## src/rtl/modular_mul_barrett.sv

```systemverilog
// -----------------------------------------------------------------------------
// modular_mul_barrett
//   Pipelined modular multiplier z = (x * y) mod M using Barrett reduction,
//   M = 12289. Feeds the twiddle product w*b to the NTT butterfly adder.
//   One operand pair per enabled cycle, fixed latency of 4 enabled edges.
//
// Ports
//   clk        in   rising-edge clock
//   rst        in   asynchronous, active-high reset (clears data and valid)
//   en         in   pipeline advance; 0 freezes every stage
//   in_valid   in   x_mul / y_mul hold a valid pair
//   x_mul      in   operand, expected < M
//   y_mul      in   operand, expected < M
//   out_valid  out  z_mul is valid this cycle
//   z_mul      out  (x_mul * y_mul) mod M, fully reduced to [0, M-1]
//
// Stages
//   S1  p  = x * y
//   S2  qh = (p * BARRETT_M) >> K      (p carried alongside)
//   S3  r  = p - qh * M                (r < 3M, fits DATA_WIDTH+2 bits)
//   S4  z  = r reduced by up to two subtractions of M
// -----------------------------------------------------------------------------
module modular_mul_barrett #(
  parameter int unsigned DATA_WIDTH = 14,
  parameter int unsigned M          = 12289,
  parameter int unsigned K          = 2 * DATA_WIDTH,
  parameter int unsigned BARRETT_M  = 21843
) (
  input  logic                  clk,
  input  logic                  rst,
  input  logic                  en,
  input  logic                  in_valid,
  input  logic [DATA_WIDTH-1:0] x_mul,
  input  logic [DATA_WIDTH-1:0] y_mul,
  output logic                  out_valid,
  output logic [DATA_WIDTH-1:0] z_mul
);

  localparam int unsigned PW = 2 * DATA_WIDTH;  // full product width
  localparam int unsigned BW = 15;              // width of BARRETT_M
  localparam int unsigned XW = PW + BW;         // p * BARRETT_M before shift
  localparam int unsigned QW = DATA_WIDTH + 1;  // quotient estimate width
  localparam int unsigned RW = DATA_WIDTH + 2;  // partial remainder width

  // Stage registers and their next-state values
  logic [PW-1:0]         p_q,  p_d;
  logic                  v1_q;
  logic [PW-1:0]         p2_q;
  logic [QW-1:0]         qh_q, qh_d;
  logic                  v2_q;
  logic [RW-1:0]         r_q,  r_d;
  logic                  v3_q;
  logic [DATA_WIDTH-1:0] z_q,  z_d;
  logic                  v4_q;

  // Combinational intermediates
  logic [XW-1:0] pm_full;
  logic [RW-1:0] qm;
  logic [RW-1:0] r1;
  logic [RW-1:0] r2;

  // NOTE: every signal assigned in always_comb gets an unconditional value
  // first; a path that leaves one unassigned would infer a latch.
  always_comb begin
    p_d     = '0;
    pm_full = '0;
    qh_d    = '0;
    qm      = '0;
    r_d     = '0;
    r1      = '0;
    r2      = '0;
    z_d     = '0;

    // S1: full-width product
    p_d = PW'(x_mul) * PW'(y_mul);

    // S2: the whole (PW+15)-bit product is formed before shifting so no
    // quotient bits are lost; the estimate undershoots the true quotient by
    // at most 2, which is what the two corrections in S4 absorb.
    pm_full = XW'(p_q) * XW'(BARRETT_M);
    qh_d    = QW'(pm_full >> K);

    // S3: true remainder is < 3M < 2^RW, so computing modulo 2^RW is exact.
    qm  = RW'(qh_q) * RW'(M);
    r_d = RW'(p2_q) - qm;

    // S4: two conditional subtractions bring r from [0, 3M) into [0, M).
    r1  = (r_q >= RW'(M)) ? (r_q - RW'(M)) : r_q;
    r2  = (r1  >= RW'(M)) ? (r1  - RW'(M)) : r1;
    z_d = DATA_WIDTH'(r2);
  end

  // NOTE: state registers use non-blocking assignments so every stage samples
  // the previous stage's value from before this edge; blocking assignments
  // would let data race through several stages in a single cycle.
  always_ff @(posedge clk or posedge rst) begin
    if (rst) begin
      p_q  <= '0;
      v1_q <= 1'b0;
      p2_q <= '0;
      qh_q <= '0;
      v2_q <= 1'b0;
      r_q  <= '0;
      v3_q <= 1'b0;
      z_q  <= '0;
      v4_q <= 1'b0;
    end else if (en) begin
      // Valid bits travel with their data; a bubble (in_valid=0) propagates
      // as valid=0 while its data fields are don't-care.
      p_q  <= p_d;
      v1_q <= in_valid;
      p2_q <= p_q;
      qh_q <= qh_d;
      v2_q <= v1_q;
      r_q  <= r_d;
      v3_q <= v2_q;
      z_q  <= z_d;
      v4_q <= v3_q;
    end
  end

  assign out_valid = v4_q;
  assign z_mul     = z_q;

endmodule
```

## config.mk

```make
export PLATFORM = sky130hd
export DESIGN_NAME = modular_mul_barrett
export DESIGN_NICKNAME = d
export VERILOG_FILES = /design/src/rtl/modular_mul_barrett.sv
export SDC_FILE = /design/constraint.sdc
export NUM_CORES = 1
export LEC_CHECK = 0
export CAP_MARGIN = 15
export CORE_AREA = 2 2 223 181
export CTS_CLUSTER_DIAMETER = 60
export DETAILED_ROUTE_END_ITERATION = 8
export DIE_AREA = 0 0 225 183
export PLACE_DENSITY = 0.66
export SLEW_MARGIN = 20
export SYNTH_ARGS = -nofsm -noshare
export SYNTH_HDL_FRONTEND = slang
export SYNTH_SLANG_ARGS = --single-unit
export TNS_END_PERCENT = 30
```

## constraint.sdc

```tcl
create_clock -name clk -period 6.2 [get_ports clk]
set_input_delay 1.86 -clock clk [delete_from_list [all_inputs] [get_ports clk]]
set_output_delay 1.86 -clock clk [all_outputs]
set_load 0.03 [all_outputs]
```

# [Yosys cells after proc, flatten, opt, wreduce, memory -nomap -nowiden]
# Cells that the tools add are included.
[word_totals] register_bits=93 latchBits=0 ramBits=0 rom_bits=0 input_bits=32 memories=0
[classes] n_addsub=3 multipliers=3 div_mod_pow=0 order_cmp=2 n_eq_ne=0 shifts=0 muxes=2 bitwise=0 n_reduce_logical=0
[ops] op="$mul 28x15->43 const B" count=1
[ops] op="$ge 16x14->1 const B" count=2
[ops] op="$mul 14x14->28" count=1
[ops] op="$mul 15x14->16 const B" count=1
[ops] op="$mux 16" count=1
[ops] op="$sub 16x14->16 const B" count=1
[ops] op="$sub 16x16->16" count=1
[ops] op="$mux 14" count=1
[ops] op="$sub 14x14->14 const B" count=1

# [Logic depth before layout (Yosys ltp)]
# Gate-level depths: netlist of the first run.
[depth] word_depth=4 depth_mapped=25 ltp_nobuf=24

# [Least setup slack after synthesis of the first run]
# No wires, ideal clock.
[synth_timing] path_type="input-to-reg" from="input y_mul[2]" to="register p_q[24]" setup_time_ns=0.120 arrival_ns=7.342 setup_slack_ns=-1.261 path_stages=22 n_path_buf=1 path_cell_list="clkbuf_1 -> and2_1 -> fa_1 -> inv_1 -> fa_1 -> inv_1 -> fa_1 -> inv_1 -> fa_1 -> inv_1 -> fa_1 -> inv_1 -> fa_1 -> inv_1 -> ha_1 -> nor2_1 -> o41a_1 -> or4_1 -> a21oi_1 -> o21a_1 -> o21ai_0 -> a31o_1"
[synth_between] elab_chain_len=1
[synth_lines] item="from (decl)" line="34" text="input logic [DATA_WIDTH-1:0] y_mul,"
[synth_lines] item="$mul 14x14->28" line="75" text="p_d = PW'(x_mul) * PW'(y_mul);"
[synth_lines] item="to (signal assigned)" line="110" text="p_q <= p_d;"
[synth_lines] item="to (decl)" line="46" text="logic [PW-1:0] p_q, p_d;"
# No other way between the ends.
# A chain may end at the register's enable or synchronous reset.

# [Final worst setup path of the first run]
# Ends and elaborated chain as after synthesis.

==> results.yml, run 1 <==
routing:
  drcViolationCount: 0
  drt-wirelength-per-cell_um: 15.2
  firstDrtPassIters: 5
  ant_nets: 0
  viasPerCell: 5.17
  vias: 14200
  dr.first_iter.drc_count: 739
  totalWireLength_um: 41800
synth:
  ys_types: 81
  yosysTopAreaCellShare_pct: 29.5
  async_flop_share_pct: 100
  syn_area_mm2: 0.0193
  synth.cells.most_frequent: "inv_1 (512), ha_1 (343), fa_1 (285), nand2_1 (180), and2_1 (98)"
  synthFlopType: "dfrtp_1"
  yosys_warnings: 0
  synth_top_area_cell: "fa_1"
  seq_area_frac_synth_pct: 12.1
  ys_top_cells_by_area: "fa_1 (30%), ha_1 (22%), dfrtp_1 (12%), inv_1 (10%), nand2_1 (3.5%)"
  yosysMostFrequentCell: "inv_1"
  synth_seq_cells: 93
  synth-edff-count: 0
  syn-num-nets: 2724
  syn_inst: 2064
  avgSynthCellArea_um2: 9.35
sta:
  layout_worst_path_cycle_share_pct: 114
  slew_viol_final: 0
  max_freq_mhz: 141
  relSlewSlack_pct: 44.9
  final.setup_skew_ps: 12.2
  tightest_slew_ps: 827
  setup_viol: 19
  fin_ws_ps: -872
  min_period_ps: 7070
  rsz0062_at_grt: "yes"
  hold_viol: 0
critical_path:
  cp_data_arrival_time_ps: 7330
  crit_chain: "buf_8 > buf_6 > and2_4 > fa_1 > inv_1 > fa_1 > inv_1 > fa_1 > inv_2 > fa_1 > inv_1 > fa_1 > inv_2 > fa_1 > inv_2 > ha_4 > nor2_4 > o41a_1 > or4_4 > a21oi_4 > o21a_1 > o21ai_1 > a31o_1"
  startpoint_type: "input port"
  worstSetupPathType: "in -> reg"
  crit_top_cell: "fa_1"
  path_max_fanout: 4
  r2r-start: "p_q[3]$_DFFE_PP0P_"
  crit_end: "p_q[24]$_DFFE_PP0P_"
  crit_slowest_cell: "fa_1"
  path_depth: 23
  cp.required_ps: 6460
  end_kind: "flop"
  r2r_setup_slack_ps: 220
  r2r_end: "qh_q[10]$_DFFE_PP0P_"
  ff2ff_path_depth: 22
  crit_buf_inv: 8
  cp-startpoint: "y_mul[2]"
  crit_family: "adder cells"
  slowest_delay_ps: 540
global_routing:
  grt_max_degree: 85
  grt_pass1_vias: 14400
  grt-ovfl-total: 0
  grt_pass1_wl_um: 70700
  antenna_found_initial: 0
  track_usage_pct: 21.2
clocking:
  clockRootBuffer: "clkbuf_16"
  tritoncts: "done"
  path_clk_slew_ps: 70
  htree_levels: 3
  cts_buffer_depth: 2
  clock_sinks: 93
  cts_hold_buf: 0
  clkLatencyLatePin_ps: 380
  cts_buffers: 9
die:
  die_width_um: 225
  io_pins: 47
  dieArea_mm2: 0.0412
  core_area_mm2: 0.0390
  num_rows: 65
  start_util_pct: 49.6
  die_y_um: 183
final_layout:
  area_growth_pct: 15.4
  final_util_pct: 57.2
  n_fill_cell: 3389
  fin_nets: 2901
  final_layout_size_suffix_gt1_share_pct: 15.9
  diodes: 0
min_path:
  hold_class: "reg -> reg"
  min-delay-start: "qh_q[12]$_DFFE_PP0P_"
outcome:
  violations: "setup timing"
  status: "finished with violations"
placed_design:
  routabilityCongestion: 0.870
  numPortBuffers: 46
  dpl.hpwl_um: 35600
job:
  maxCapViolations: 0
per-stage QoR:
stage | instances | TNS [ps] | setup slack (ps) | area (µm²) | hold WS, ps
finish | 2748 | -11020 | -872 | 22300 | 502
global route | 2748 | -14580 | -1060 | 22300 | 523
CTS | 2740 | -11040 | -915 | 22000 | 507
detailed placement | 2704 | -26630 | -1660 | 21300 | 490
global placement | 2704 | -24990 | -1590 | 21300 | 485
floorplan | 2064 | -9710 | -841 | 19400 | 456
layer usage:
layer / track usage, % / vias to the layer above / part of all wire, %
met2: 33.0 / 228 / 46
met1: 32.0 / 7112 / 49
met3: 3.16 / 21 / 4.2
met5: 0 / - / 0
met4: 2.91 / 0 / 0.73
li1: - / 6833 / -
cell families after synthesis:
kind of cell	share of synthesized area [%]
xor gates and xnor gates	3.49
adders and majority gates	51.8
buffers and inverters	11.4
and+or+nand+nor	11.1
DFF	12.1
muxes	2.46
AOI/OAI and AO/OA	7.76
registers in the layout, indices dropped and copies added (netlist names):
register,count
qh_q,15
v2_q,1
p_q,28
r_q,16
out_valid,1
v3_q,1
z_mul,14
v1_q,1
p2_q,16
area by class of cell:
class / instances / area (µm²) / area share (%)
Inverter: 512 / 1920 / 8.64
Tap cell: 502 / 628 / 2.82
Timing Repair Buffer: 221 / 1840 / 8.27
Multi-Input combinational cell: 1404 / 15200 / 68.4
Sequential cell: 93 / 2330 / 10.5
Clock inverter: 7 / 86.3 / 0.388
Clock buffer: 9 / 225 / 1.01
how the worst min path moves through the flow:
stage | end | slack, ps | depth (start not counted)
floorplan | qh_q[11]$_DFFE_PP0P_ | 460 | 2
CTS | qh_q[12]$_DFFE_PP0P_ | 510 | 1
global route | qh_q[12]$_DFFE_PP0P_ | 520 | 1
detailed placement | qh_q[12]$_DFFE_PP0P_ | 490 | 1
finish | qh_q[12]$_DFFE_PP0P_ | 500 | 1
global placement | qh_q[12]$_DFFE_PP0P_ | 490 | 1
cell usage in the layout, fill, tap and decap left out, drive strengths merged, types with 4 or more instances in the layout:
master         instances
clkdlybuf4s50         20
inv                  516
clkdlybuf4s15          7
and2                 100
a31oi                  9
nor3b                  4
nor2                  48
or3                    7
xor2                  21
clkbuf                14
mux2i                  8
o21bai                 8
a21oi                 61
nand2b                 5
a211o                  4
o21ai                 62
ha                   343
o31ai                  6
a21o                  24
nor3                  22
buf                  185
nand2                183
nand4                  7
fa                   285
xnor2                 56
dfrtp                 93
nand3b                 4
o21a                   8
nand3                 24
mux2                  35
o211ai                 5
and3                   5
a211oi                 9
repair_timing:
item                                   in CTS  in global routing
setup buffers                              19                  9
setup endpoints to repair                  19                 25
pin swaps                                  60                 49
gates resized for setup                   117                 77
endpoints found under the hold margin       0                  0
gates cloned                                1                  0
Power of run 1 is left out: the tool's default activity adds up to more than one toggle a clock period on the data nets, which glitch-free logic cannot reach.
==> run 2, diff against run 1 <==
Settings changed: SLEW_MARGIN 20 to default.
Clock period 6.2 ns to 8.3 ns, I/O delays scaled along.
==> run 2 against run 1 <==
- wire length down 4.7%
- the flow now finishes without violations
- first-iteration DRC count down 21%
- final cell count down 3.4%
- cell area down 5.0%
- worst setup slack better by 1100 ps
- global-route usage down 0.47 points
- via count down 2.6%
==> results.yml, run 2 (synthesized netlist as in run 1, its figures left out) <==
outcome:
  status: "complete, no violations"
die:
  core_area_mm2: 0.0390
  start_util_pct: 49.6
  num_rows: 65
  io_pins: 47
  die_y_um: 183
  die_width_um: 225
  dieArea_mm2: 0.0412
sta:
  min_period_ps: 8070
  fin_ws_ps: 227
  final.setup_skew_ps: 12.9
  rsz0062_at_grt: "no"
  slew_viol_final: 0
  hold_viol: 0
  relSlewSlack_pct: 25.1
  max_freq_mhz: 124
  whs_ps: 510
  setup_viol: 0
  tightest_slew_ps: 1120
  layout_worst_path_cycle_share_pct: 97.3
routing:
  drt-wirelength-per-cell_um: 15.0
  drcViolationCount: 0
  viasPerCell: 5.21
  dr.first_iter.drc_count: 586
  ant_nets: 0
  vias: 13800
  totalWireLength_um: 39900
  firstDrtPassIters: 4
min_path:
  min_path_cells: 1
  whs_endpoint: "v2_q$_DFFE_PP0P_"
  hold_class: "reg -> reg"
  min-delay-start: "v2_q$_DFFE_PP0P_"
clocking:
  cts_setup_buffers: 0
  htree_levels: 3
  clockRootBuffer: "clkbuf_16"
  cts_buffer_depth: 2
  clkLatencyLatePin_ps: 390
  cts_buffers: 9
  cts_hold_buf: 0
  tritoncts: "done"
  clock_sinks: 93
  path_clk_slew_ps: 80
critical_path:
  ff2ff_path_depth: 21
  path_max_fanout: 3
  cp_data_arrival_time_ps: 8340
  crit_slowest_cell: "or4_4"
  crit_chain: "clkdlybuf4s50_1 > and2_1 > fa_1 > inv_1 > fa_1 > inv_1 > fa_1 > inv_1 > fa_1 > inv_1 > fa_1 > inv_1 > fa_1 > inv_1 > ha_1 > nor2_1 > o41a_1 > or4_4 > a21oi_4 > o21a_1 > o21ai_0 > a31o_1"
  slowest_delay_ps: 600
  r2r_setup_slack_ps: 1930
  crit_buf_inv: 7
  worstSetupPathType: "in -> reg"
  startpoint_type: "input port"
  r2r_end: "qh_q[12]$_DFFE_PP0P_"
  r2r-start: "p_q[1]$_DFFE_PP0P_"
  crit_family: "adder cells"
  end_kind: "flop"
  cp.required_ps: 8570
placed_design:
  routabilityCongestion: 0.887
  dpl.hpwl_um: 34500
  numPortBuffers: 46
  dp_slack_ps: -478
final_layout:
  area_growth_pct: 9.54
  n_fill_cell: 3513
  top_register: "p_q"
  final_common_cell: "inv_1"
  final_cell_mix: "inv_1 (511), ha_1 (343), fa_1 (285)"
  final_layout_size_suffix_gt1_share_pct: 7.95
  top_regs: "p_q x28, p2_q x16, r_q x16"
  largest_reg_flops: 28
  fin_nets: 2806
global_routing:
  grt-ovfl-total: 0
  antenna_found_initial: 0
  grt_pass1_wl_um: 68800
  grt_max_degree: 81
  track_usage_pct: 20.7
  grt_pass1_vias: 14100
job:
  maxCapViolations: 0
==> run 2: cell count changes in the layout (fill, tap and decap cells not counted), sizes merged <==
cell / previous run / this run
buf: 185 / 81
clkdlybuf4s50: 20 / 40
clkdlybuf4s15: 7 / 0
clkbuf: 14 / 9
dlymetal6s2s: 1 / 5
dlygate4sd2: 3 / 0
clkinv: 3 / 4
diode: 0 / 1
inv: 516 / 515
==> run 2: how the worst max path moves through the flow <==
stage	from	endpoint	depth (start not counted)
3_3_place_gp	x_mul[7]	p_q[24]$_DFFE_PP0P_	23
6_report	x_mul[6]	p_q[24]$_DFFE_PP0P_	22
3_5_place_dp	y_mul[2]	p_q[24]$_DFFE_PP0P_	22
4_1_cts	y_mul[2]	p_q[25]$_DFFE_PP0P_	24
5_1_grt	x_mul[5]	p_q[25]$_DFFE_PP0P_	26
2_1_floorplan	y_mul[2]	p_q[24]$_DFFE_PP0P_	22
==> run 2: repair_timing <==
| item | in CTS | in global routing |
|---|---|---|
| pin swaps | 0 | 4 |
| endpoints found under the setup margin | 4 | 11 |
| resized for setup | 4 | 20 |
==> run 2: layer usage <==
metal  share of wire [%]  track usage, %  up-vias
li1                    -               -     6655
met1                  50            31.5     6925
met2                  45            32.0      209
met3                 3.8            2.52       29
met4                 1.1            3.84        0
met5                   0               0        -
==> run 2: metrics by stage <==
step | utilization, % | cell area, µm² | TNS (ps) | std cells
3_3_place_gp | 53.3 | 20700 | -2680 | 2637
6_report | 54.3 | 21200 | 0 | 2654
4_1_cts | 54.1 | 21100 | 0 | 2653
3_5_place_dp | 53.3 | 20700 | -3110 | 2637
2_1_floorplan | - | 19300 | 0 | 2064
5_1_grt | 54.3 | 21100 | 0 | 2653
==> run 2: area by class of cell <==
cell class | instances | area, µm² | area share (%)
multi-input cells | 1404 | 14900 | 70.2
flip-flops and latches | 93 | 2330 | 11.0
inverters | 512 | 1920 | 9.10
repair buffers | 126 | 1100 | 5.22
well taps | 502 | 628 | 2.97
clock buffers | 9 | 225 | 1.06
clock inverters | 7 | 88.8 | 0.420
diodes | 1 | 2.50 | 0.0118
==> run 2: worst reg2reg max path, cell delays in order (launching register included) <==
cell and delay (ps):
dfrtp_1 540, ha_1 430, fa_1 520, inv_1 60, fa_1 490, inv_1 50
fa_1 450, fa_1 490, inv_1 50, fa_1 470, inv_1 40, ha_1 290
nand3_1 130, nor4_1 280, nand2_1 140, a31o_2 310, a211o_1 390, a21o_1 220
a311oi_1 380, o21ai_0 170, nor3b_1 190, a21o_1 210
Power of run 2 is left out for the same reason.
==> run 3, diff against run 2 <==
Settings changed: TNS_END_PERCENT 30 to default.
==> results of run 3 <==
No change in the layout: final DEF, timing and power equal those of run 2.
Power of run 3 is left out for the same reason.
